**src/rtl/norm_pkg.sv**
```systemverilog
// norm_pkg: shared state type and default widths for the
// FP normalization controller.
package norm_pkg;

    parameter int MANT_W   = 32;
    parameter int EXP_W    = 8;
    parameter int NORM_BIT = 23;
    parameter int EXP_MAX  = (1 << EXP_W) - 1;

    typedef enum logic [1:0] {
        IDLE,
        SHIFT,
        DONE
    } state_t;

endpackage

```
**src/rtl/norm_shift_unit.sv**
```systemverilog
// norm_shift_unit: working mantissa/exponent/count registers
// stepped one bit per cycle under control of norm_arbiter.
module norm_shift_unit #(
    parameter int MANT_W   = 32,
    parameter int EXP_W    = 8,
    parameter int NORM_BIT = 23
) (
    input  logic              clk,
    input  logic              rst_n,
    input  logic              i_load,
    input  logic [MANT_W-1:0] i_mant,
    input  logic [EXP_W-1:0]  i_exp,
    input  logic              i_shl,
    input  logic              i_shr,
    input  logic              i_sat,
    output logic [MANT_W-1:0] o_mant,
    output logic [EXP_W-1:0]  o_exp,
    output logic [MANT_W-1:0] o_mant_nxt,
    output logic [EXP_W-1:0]  o_exp_nxt,
    output logic [5:0]        o_count_nxt,
    output logic              o_is_zero,
    output logic              o_is_high,
    output logic              o_is_aligned
);
    import norm_pkg::*;

    logic [MANT_W-1:0] r_mant;
    logic [EXP_W-1:0]  r_exp;
    logic [5:0]        r_count;
    logic [MANT_W-1:0] w_mant_nxt;
    logic [EXP_W-1:0]  w_exp_nxt;
    logic [5:0]        w_count_nxt;

    always_comb begin
        w_mant_nxt  = r_mant;
        w_exp_nxt   = r_exp;
        w_count_nxt = r_count;
        if (i_load) begin
            w_mant_nxt  = i_mant;
            w_exp_nxt   = i_exp;
            w_count_nxt = '0;
        end else if (i_shl) begin
            w_mant_nxt  = r_mant << 1;
            w_exp_nxt   = r_exp - EXP_W'(1);
            w_count_nxt = r_count + 6'd1;
        end else if (i_shr) begin
            // Saturating step pins the exponent at its ceiling.
            w_mant_nxt  = r_mant >> 1;
            w_exp_nxt   = i_sat ? '1 : r_exp + EXP_W'(1);
            w_count_nxt = r_count - 6'd1;
        end
    end

    always_ff @(posedge clk or negedge rst_n) begin
        if (!rst_n) begin
            r_mant  <= '0;
            r_exp   <= '0;
            r_count <= '0;
        end else begin
            r_mant  <= w_mant_nxt;
            r_exp   <= w_exp_nxt;
            r_count <= w_count_nxt;
        end
    end

    assign o_mant       = r_mant;
    assign o_exp        = r_exp;
    assign o_mant_nxt   = w_mant_nxt;
    assign o_exp_nxt    = w_exp_nxt;
    assign o_count_nxt  = w_count_nxt;
    assign o_is_zero    = (r_mant == '0);
    assign o_is_high    = |r_mant[MANT_W-1:NORM_BIT+1];
    assign o_is_aligned = r_mant[NORM_BIT];

endmodule

```
**src/rtl/norm_arbiter.sv**
```systemverilog
// norm_arbiter: round-robin front end and FSM driving one
// iterative normalizer shared by two requesters.
module norm_arbiter #(
    parameter int MANT_W   = 32,
    parameter int EXP_W    = 8,
    parameter int NORM_BIT = 23
) (
    input  logic              clk,
    input  logic              rst_n,
    input  logic [1:0]        req,
    input  logic [MANT_W-1:0] mant0,
    input  logic [MANT_W-1:0] mant1,
    input  logic [EXP_W-1:0]  exp0,
    input  logic [EXP_W-1:0]  exp1,
    output logic [1:0]        gnt,
    output logic              busy,
    output logic              done,
    output logic              out_id,
    output logic [MANT_W-1:0] out_mant,
    output logic [EXP_W-1:0]  out_exp,
    output logic [5:0]        out_shift,
    output logic              out_zero,
    output logic              out_unf,
    output logic              out_ovf
);
    import norm_pkg::*;

    localparam logic [EXP_W-1:0] EXP_SAT = EXP_W'((1 << EXP_W) - 2);

    state_t            r_state;
    state_t            w_state_nxt;
    logic [1:0]        r_gnt;
    logic              r_last_id;
    logic              r_cap_id;
    logic              w_sel;
    logic [MANT_W-1:0] w_cap_mant;
    logic [EXP_W-1:0]  w_cap_exp;

    logic w_load, w_shl, w_shr, w_sat;
    logic w_fin, w_zero, w_unf, w_ovf;

    logic [MANT_W-1:0] w_mant;
    logic [EXP_W-1:0]  w_exp;
    logic [MANT_W-1:0] w_mant_nxt;
    logic [EXP_W-1:0]  w_exp_nxt;
    logic [5:0]        w_count_nxt;
    logic              w_is_zero, w_is_high, w_is_aligned;

    logic [MANT_W-1:0] r_out_mant;
    logic [EXP_W-1:0]  r_out_exp;
    logic [5:0]        r_out_shift;
    logic              r_out_id;
    logic              r_out_zero, r_out_unf, r_out_ovf;

    // On a tie, the requester not served last time wins.
    assign w_sel      = (req == 2'b11) ? ~r_last_id : req[1];
    assign w_cap_mant = w_sel ? mant1 : mant0;
    assign w_cap_exp  = w_sel ? exp1 : exp0;

    norm_shift_unit #(
        .MANT_W   (MANT_W),
        .EXP_W    (EXP_W),
        .NORM_BIT (NORM_BIT)
    ) u_shift (
        .clk          (clk),
        .rst_n        (rst_n),
        .i_load       (w_load),
        .i_mant       (w_cap_mant),
        .i_exp        (w_cap_exp),
        .i_shl        (w_shl),
        .i_shr        (w_shr),
        .i_sat        (w_sat),
        .o_mant       (w_mant),
        .o_exp        (w_exp),
        .o_mant_nxt   (w_mant_nxt),
        .o_exp_nxt    (w_exp_nxt),
        .o_count_nxt  (w_count_nxt),
        .o_is_zero    (w_is_zero),
        .o_is_high    (w_is_high),
        .o_is_aligned (w_is_aligned)
    );

    always_ff @(posedge clk or negedge rst_n) begin
        if (!rst_n) r_state <= IDLE;
        else        r_state <= w_state_nxt;
    end

    always_comb begin
        w_state_nxt = r_state;
        w_load      = 1'b0;
        w_shl       = 1'b0;
        w_shr       = 1'b0;
        w_sat       = 1'b0;
        w_fin       = 1'b0;
        w_zero      = 1'b0;
        w_unf       = 1'b0;
        w_ovf       = 1'b0;
        case (r_state)
            IDLE: begin
                if (req != 2'b00) begin
                    w_load      = 1'b1;
                    w_state_nxt = SHIFT;
                end
            end
            SHIFT: begin
                if (w_is_zero) begin
                    w_fin  = 1'b1;
                    w_zero = 1'b1;
                end else if (w_is_high) begin
                    w_shr = 1'b1;
                    if (w_exp == EXP_SAT) begin
                        w_sat = 1'b1;
                        w_ovf = 1'b1;
                        w_fin = 1'b1;
                    end
                end else if (w_is_aligned) begin
                    w_fin = 1'b1;
                end else if (w_exp <= EXP_W'(1)) begin
                    w_fin = 1'b1;
                    w_unf = 1'b1;
                end else begin
                    w_shl = 1'b1;
                end
                if (w_fin) w_state_nxt = DONE;
            end
            DONE:    w_state_nxt = IDLE;
            default: w_state_nxt = IDLE;
        endcase
    end

    always_ff @(posedge clk or negedge rst_n) begin
        if (!rst_n) begin
            r_gnt       <= 2'b00;
            r_last_id   <= 1'b1;
            r_cap_id    <= 1'b0;
            r_out_mant  <= '0;
            r_out_exp   <= '0;
            r_out_shift <= '0;
            r_out_id    <= 1'b0;
            r_out_zero  <= 1'b0;
            r_out_unf   <= 1'b0;
            r_out_ovf   <= 1'b0;
        end else begin
            r_gnt <= 2'b00;
            if (w_load) begin
                r_gnt      <= w_sel ? 2'b10 : 2'b01;
                r_last_id  <= w_sel;
                r_cap_id   <= w_sel;
                r_out_zero <= 1'b0;
                r_out_unf  <= 1'b0;
                r_out_ovf  <= 1'b0;
            end
            // Results include any shift taken on the finishing edge.
            if (w_fin) begin
                r_out_mant  <= w_mant_nxt;
                r_out_exp   <= w_exp_nxt;
                r_out_shift <= w_count_nxt;
                r_out_id    <= r_cap_id;
                r_out_zero  <= w_zero;
                r_out_unf   <= w_unf;
                r_out_ovf   <= w_ovf;
            end
        end
    end

    assign gnt       = r_gnt;
    assign busy      = (r_state != IDLE);
    assign done      = (r_state == DONE);
    assign out_id    = r_out_id;
    assign out_mant  = r_out_mant;
    assign out_exp   = r_out_exp;
    assign out_shift = r_out_shift;
    assign out_zero  = r_out_zero;
    assign out_unf   = r_out_unf;
    assign out_ovf   = r_out_ovf;

endmodule

```
**config.mk**
```make
export PLATFORM = sky130hd
export DESIGN_NAME = norm_arbiter
export DESIGN_NICKNAME = d
export VERILOG_FILES = /design/src/rtl/norm_pkg.sv /design/src/rtl/norm_shift_unit.sv /design/src/rtl/norm_arbiter.sv
export SDC_FILE = /design/constraint.sdc
export NUM_CORES = 1
export LEC_CHECK = 0
export CORE_MARGIN = 2
export CORE_UTILIZATION = 35
export CTS_CLUSTER_SIZE = 30
export DETAILED_ROUTE_END_ITERATION = 6
export GPL_TIMING_DRIVEN = 0
export PLACE_DENSITY = 0.71
export SYNTH_ARGS = -nofsm -noshare
export SYNTH_HDL_FRONTEND = slang
export SYNTH_SLANG_ARGS = --single-unit
```
**constraint.sdc**
```tcl
create_clock -name clk -period 2.25 [get_ports clk]
set_input_delay 0.225 -clock clk [delete_from_list [all_inputs] [get_ports clk]]
set_output_delay 0.225 -clock clk [all_outputs]
set_load 0.01 [all_outputs]
```
==> flow_metrics.py, run 1 <==
metrics = {
    "status": {
        "status": "complete, but fails checks",
        "violations": "setup timing",
    },
    "worst_hold_path": {
        "min_path_cells": 3,
        "hold_class": "input pin to register",
        "whs_endpoint": "u_shift.o_mant[31]$_DFF_PN0_",
        "hp-start": "mant0[31]",
    },
    "routing": {
        "viasPerCell": 6.07,
        "avgRoutedWirePerCell_um": 23.3,
        "dr.pass1.iters": 5,
        "drc": 0,
        "antenna_left": 0,
        "wirelength_um": 21100,
        "first_iter_violations": 465,
        "dr_total_vias": 5497,
    },
    "layout": {
        "nets": 807,
        "drive_gt1_frac": 0.334,
        "insertedDiodeCount": 0,
        "area_delta_synth_final_pct": 70.6,
    },
    "floorplan": {
        "start_util": 0.360,
        "die_h_um": 126,
        "rows": 44,
        "ios": 138,
        "core_area_um2": 14600,
        "die_area_um2": 16000,
        "die_w_um": 126,
    },
    "synth": {
        "ys_warn_count": 0,
        "synthArstFlopShare": 1.00,
        "syn_inst": 529,
        "syn-cell-area_um2": 5250,
        "synth_top_area_frac": 0.482,
        "ys_types": 55,
        "ys.flop_type": "dfrtp_1",
        "synth_fp_nets": 619,
        "syn_avg_cell_area_um2": 9.92,
        "synth_seq_cells": 102,
        "synth_top_cell_by_area": "dfrtp_1",
        "seq_area_frac_synth": 0.487,
        "synth_edf_count": 0,
        "synth_area_leaders": "dfrtp_1 48%, mux2i_1 5.9%, a21oi_1 4.9%",
    },
    "setup_path": {
        "worstPathRequired_ns": 2.48,
        "crit_top_cell": "a21oi_4",
        "path_buf_inv": 3,
        "rr_endpoint": "out_mant[15]$_DFFE_PN0P_",
        "r2r_slack_ns": -0.25,
        "startpoint_type": "register",
        "worst_path_max_delay_cell": "nor4_2",
        "crit_path_end_kind": "register",
        "criticalPathCategory": "register to register",
        "path_delay_family": "compound AO/OA/AOI/OAI gates",
        "worstReg2RegStart": "u_shift.o_mant[1]$_DFF_PN0_",
        "crit_chain": "nor4_2, nand4_1, buf_4, o21ba_4, buf_12, clkbuf_16, a21oi_4, a21oi_4, o31ai_1",
        "worstPathMaxFanout": 6,
        "critical_path.max_stage_delay_ns": 0.48,
        "r2r.worst_path.cells": 9,
        "critPathArrivalTime_ns": 2.73,
    },
    "cts": {
        "clk_latency_ns": 0.35,
        "cts_inserted_buffers": 9,
        "htree_levels": 3,
        "cts-root-buf": "clkbuf_16",
        "cts_num_sinks": 102,
        "cts_tree": "yes",
        "clk_pin_slew_ns": 0.07,
        "clockBufferDepth": 2,
    },
    "place": {
        "portBuffers": 137,
        "routabilityCongestion": 0.871,
        "hpwl_um": 12500,
    },
    "grt": {
        "antenna_found_initial": 0,
        "track_usage": 0.237,
        "grt_pass1_vias": 5601,
        "overflow": 0,
        "grt_pass1_wl_um": 30000,
        "grt_max_degree": 64,
    },
    "sta": {
        "tns_ns": -7.88,
        "fin_crit_ns": 2.50,
        "maxSlewHeadroom": 0.448,
        "finalCritPeriodShare": 1.11,
        "rsz0062_at_grt": "true",
        "clock_skew_ns": 0.00886,
        "setup-violations-final": 67,
        "finalMaxSlewViolations": 0,
        "tightest_slew_ns": 0.828,
        "hold_viol_final": 0,
        "fin_ws_ns": -0.247,
        "fmax_ghz": 0.400,
    },
    "power_and_ir_drop": {
        "peakVddDrop_mv": 0.673,
        "p_total_w": 0.0137,
        "power.density_nw_per_um2": 1530,
        "p_leak_nw": 3.55,
    },
    "job": {
        "timing.max_cap.violations": 0,
    },
}
-- cell usage in the layout, fill, tap and decap left out, types with 9 or more instances in the layout --
cell,count
a21oi_4,38
a22oi_1,34
buf_12,12
buf_4,25
buf_6,10
clkbuf_16,13
clkbuf_8,9
clkdlybuf4s50_1,136
dfrtp_1,94
mux2i_1,26
nand2_1,43
nor2_1,15
o21ai_0,11
o21ai_1,28
o31ai_2,20
-- metrics by stage --
| stage | cells | instance area (µm²) | util | hold slack (ns) | setup slack [ns] |
|---|---|---|---|---|---|
| after floorplan | 529 | 5280 | - | -0.0706 | -0.00325 |
| after global placement | 850 | 6880 | 0.472 | 0.462 | -2.76 |
| after detailed placement | 851 | 6900 | 0.473 | 0.364 | -0.597 |
| after CTS | 894 | 8430 | 0.578 | 0.460 | -0.152 |
| after global routing | 906 | 8950 | 0.614 | 0.461 | -0.321 |
| final | 906 | 8950 | 0.614 | 0.462 | -0.247 |
-- sequential cells by signal, summed over array words and instances, names as in the netlist --
name / flops
out_mant: 32
r_state: 2
out_zero: 1
out_unf: 1
r_last_id: 1
r_cap_id: 1
out_shift: 6
u_shift.o_exp: 8
u_shift.r_count: 6
out_ovf: 1
u_shift.o_mant: 32
out_id: 1
out_exp: 8
gnt: 2
-- cells by family (layout without fill, tap and decap cells) --
logic type	after synthesis	count (layout)	synth area share
simple gates	121	121	0.117
mux	37	37	0.0720
xor+xnor	13	13	0.0217
flops	102	102	0.487
compound gates	200	200	0.249
fa+ha+maj	6	6	0.0143
buf+inv	50	243	0.0393
-- cells in the mapped netlist (all sizes together) (5+ instances only) --
master  count
a22oi      34
nand3      10
a31oi       5
xnor2       5
inv         8
dfrtp     101
nor2       19
o21a        7
buf        12
mux2i      31
ha          6
xor2        8
nand2      52
o21ai      42
o311ai      7
a21oi      51
clkbuf     30
o31ai      28
nor4        9
nor3        7
mux2        6
-- worst max path at each step --
stage                            startpoint                    endpoint  depth (start not counted)
6_report        u_shift.o_mant[1]$_DFF_PN0_    out_mant[15]$_DFFE_PN0P_                          9
5_1_grt          u_shift.o_exp[4]$_DFF_PN0_    out_mant[15]$_DFFE_PN0P_                          8
4_1_cts          u_shift.o_exp[2]$_DFF_PN0_    out_mant[23]$_DFFE_PN0P_                          8
3_5_place_dp   u_shift.o_mant[30]$_DFF_PN0_      out_exp[1]$_DFFE_PN0P_                          7
3_3_place_gp                          rst_n  u_shift.o_exp[2]$_DFF_PN0_                          1
2_1_floorplan    u_shift.o_exp[3]$_DFF_PN0_      out_exp[1]$_DFFE_PN0P_                          8
-- metal layers --
metal / share of wire / global-route usage / wire length, µm
met3: 0.071 / 0.0380 / 1500
met1: 0.40 / 0.293 / 8370
met5: 0 / 0 / 0
met4: 0.037 / 0.122 / 792
met2: 0.50 / 0.399 / 10500
-- power breakdown --
part | total [W] | internal [W] | switching, W
Sequential | 0.00363 | 0.00268 | 0.000955
Clock | 0.00159 | 0.000891 | 0.000695
Combinational | 0.00850 | 0.00394 | 0.00456
Total | 0.0137 | 0.00751 | 0.00621
-- what timing repair did --
item / CTS / global route
buffers inserted: 25 / 13
gates resized for setup: 243 / 91
gates cloned: 4 / 3
pin swaps: 52 / 46
hold buffers: 1 / 0
endpoints found under the hold margin: 5 / 0
endpoints found under the setup margin: 99 / 93
-- final cells by class --
cell class / instances / area [µm²]
buffer: 38 / 388
clock buffer: 12 / 246
clock inverter: 4 / 47.5
fill: 1048 / 5640
inverter: 8 / 30.0
multi-input combinational: 377 / 3560
sequential: 102 / 2560
tap: 184 / 230
timing repair buffer: 181 / 1880
-- worst min-delay path, cell delays in order --
cell	delay, ns
clkdlybuf4s50_1	0.43
nand2_1	0.08
nand2_1	0.05
Note: power is estimated with default switching activity, not from simulation.
==> run 2: changes to the inputs <==
--- a/config.mk
+++ b/config.mk
@@ -6,11 +6,11 @@
 export NUM_CORES = 1
 export LEC_CHECK = 0
 export CORE_MARGIN = 2
-export CORE_UTILIZATION = 35
+export CORE_UTILIZATION = 44
 export CTS_CLUSTER_SIZE = 30
 export DETAILED_ROUTE_END_ITERATION = 6
 export GPL_TIMING_DRIVEN = 0
-export PLACE_DENSITY = 0.71
+export PLACE_DENSITY = 0.84
 export SYNTH_ARGS = -nofsm -noshare
 export SYNTH_HDL_FRONTEND = slang
 export SYNTH_SLANG_ARGS = --single-unit
==> flow_metrics.py, run 2 (same netlist as run 1, synthesis figures left out) <==
metrics = {
    "cts": {
        "cts-root-buf": "clkbuf_16",
        "cts_tree": "yes",
        "cts_num_sinks": 102,
        "cts_inserted_buffers": 9,
        "clk_pin_slew_ns": 0.08,
        "clockBufferDepth": 2,
        "htree_levels": 3,
        "clk_latency_ns": 0.35,
    },
    "layout": {
        "insertedDiodeCount": 0,
        "fin_cells": 849,
        "drive_gt1_frac": 0.255,
        "final_cell_mix": "136 x clkdlybuf4s50_1, 96 x dfrtp_1, 49 x nand2_1",
        "nets": 791,
        "area_delta_synth_final_pct": 52.0,
        "final_common_cell": "clkdlybuf4s50_1",
    },
    "routing": {
        "viasPerCell": 6.24,
        "first_iter_violations": 409,
        "wirelength_um": 18300,
        "dr_total_vias": 5296,
        "avgRoutedWirePerCell_um": 21.5,
        "top_layer": "met4",
        "dr.pass1.iters": 7,
        "dr_wl_met2_um": 9050,
        "wl_met1_um": 7340,
        "dr_wl_met3_um": 1370,
        "antenna_left": 0,
        "drc": 8,
    },
    "status": {
        "status": "complete, but fails checks",
        "violations": "DRC, setup timing",
    },
    "power_and_ir_drop": {
        "power.density_nw_per_um2": 1500,
        "p_leak_nw": 3.30,
        "peakVddDrop_mv": 0.625,
    },
    "grt": {
        "grt_pass1_wl_um": 27300,
        "track_usage": 0.270,
        "grt_max_degree": 65,
        "antenna_found_initial": 0,
        "overflow": 0,
        "grt_pass1_vias": 5320,
    },
    "setup_path": {
        "startpoint_type": "register",
        "worstReg2RegStart": "u_shift.o_mant[16]$_DFF_PN0_",
        "crit_path_end_kind": "register",
        "worstPathRequired_ns": 2.52,
        "criticalPathCategory": "register to register",
        "worstPathMaxFanout": 10,
        "rr_endpoint": "u_shift.o_exp[1]$_DFF_PN0_",
        "r2r.worst_path.cells": 7,
        "critPathArrivalTime_ns": 2.66,
        "r2r_slack_ns": -0.14,
    },
    "floorplan": {
        "start_util": 0.456,
        "die_w_um": 113,
        "die_area_um2": 12800,
        "rows": 39,
        "core_area_um2": 11500,
        "ios": 138,
        "die_h_um": 113,
    },
    "sta": {
        "tns_ns": -2.75,
        "rsz0062_at_grt": "true",
        "fin_crit_ns": 2.39,
        "hold_viol_final": 0,
        "clock_skew_ns": 0.0142,
        "setup-violations-final": 53,
        "finalMaxSlewViolations": 0,
        "maxSlewHeadroom": 0.456,
        "tightest_slew_ns": 0.816,
        "finalCritPeriodShare": 1.06,
        "fmax_ghz": 0.418,
        "fin_ws_ns": -0.141,
    },
    "worst_hold_path": {
        "whs_endpoint": "u_shift.o_mant[31]$_DFF_PN0_",
        "min_path_cells": 3,
        "hold_class": "input pin to register",
        "hp-start": "mant0[31]",
    },
    "place": {
        "hpwl_um": 12100,
        "dp_cells": 810,
        "portBuffers": 137,
        "routabilityCongestion": 0.888,
    },
    "job": {
        "timing.max_cap.violations": 0,
    },
}
==> run 2: changes by cell type in the layout (fill, tap and decap cells not counted), moves of 10 or more <==
cell and change:
a21oi_2 +25, o31ai_2 -11, o31ai_1 +12, a21oi_4 -35, a21oi_1 +10, o21ai_1 -21
o21ai_0 +22
==> run 2: per-stage QoR <==
stage	hold slack, ns	cell area (µm²)	utilization	total power (W)	setup slack (ns)
2_1_floorplan	-0.0706	5280	-	0.00653	-0.00325
6_report	0.420	7980	0.693	0.0120	-0.141
3_3_place_gp	0.457	6830	0.593	0.00842	-2.69
3_5_place_dp	0.366	6850	0.595	0.00863	-0.608
5_1_grt	0.430	7980	0.693	0.0125	-0.179
4_1_cts	0.419	7660	0.665	0.0111	-0.126
==> run 2: timing repair <==
action | 4_1_cts | 5_1_grt
hold buffers | 1 | 0
pin swaps | 24 | 10
resized for setup | 112 | 76
setup endpoints to repair | 100 | 96
cloned | 2 | 1
buffers inserted | 18 | 6
hold endpoints to repair | 15 | 0
==> run 2: how the worst max path moves through the flow <==
stage	startpoint	endpoint	cells past startpoint
6_report	u_shift.o_mant[16]$_DFF_PN0_	u_shift.o_exp[1]$_DFF_PN0_	7
5_1_grt	u_shift.o_mant[26]$_DFF_PN0_	u_shift.o_exp[1]$_DFF_PN0_	7
4_1_cts	u_shift.o_exp[2]$_DFF_PN0_	out_exp[1]$_DFFE_PN0P_	7
3_5_place_dp	u_shift.o_mant[30]$_DFF_PN0_	out_exp[1]$_DFFE_PN0P_	7
3_3_place_gp	rst_n	out_exp[3]$_DFFE_PN0P_	1
2_1_floorplan	u_shift.o_exp[3]$_DFF_PN0_	out_exp[1]$_DFFE_PN0P_	8
==> run 2: per-layer routing <==
layer  vias to the layer above  track usage
li1                       2320            -
met1                      2635        0.356
met2                       288        0.448
met3                        53       0.0412
met4                         0        0.111
met5                         -            0
==> run 2: cell type report <==
class	count	area (µm²)
Sequential cell	102	2560
Timing Repair Buffer	166	1630
Tap cell	143	179
Clock buffer	9	225
Inverter	8	30.0
Fill cell	805	3540
Multi-Input combinational cell	377	2950
Buffer	37	317
Clock inverter	7	91.3
==> run 2: critical path: stages (launching register included) <==
cell and delay (ns):
dfrtp_1 0.42, nor4_1 0.43, nand4_1 0.30, o21bai_4 0.37, nor2_4 0.11, buf_6 0.17, a211oi_2 0.31, a221o_1 0.19
==> run 2: report_power, final <==
group	switching (W)	internal (W)
clock network	0.000768	0.000894
registers	0.000795	0.00267
logic	0.00371	0.00313
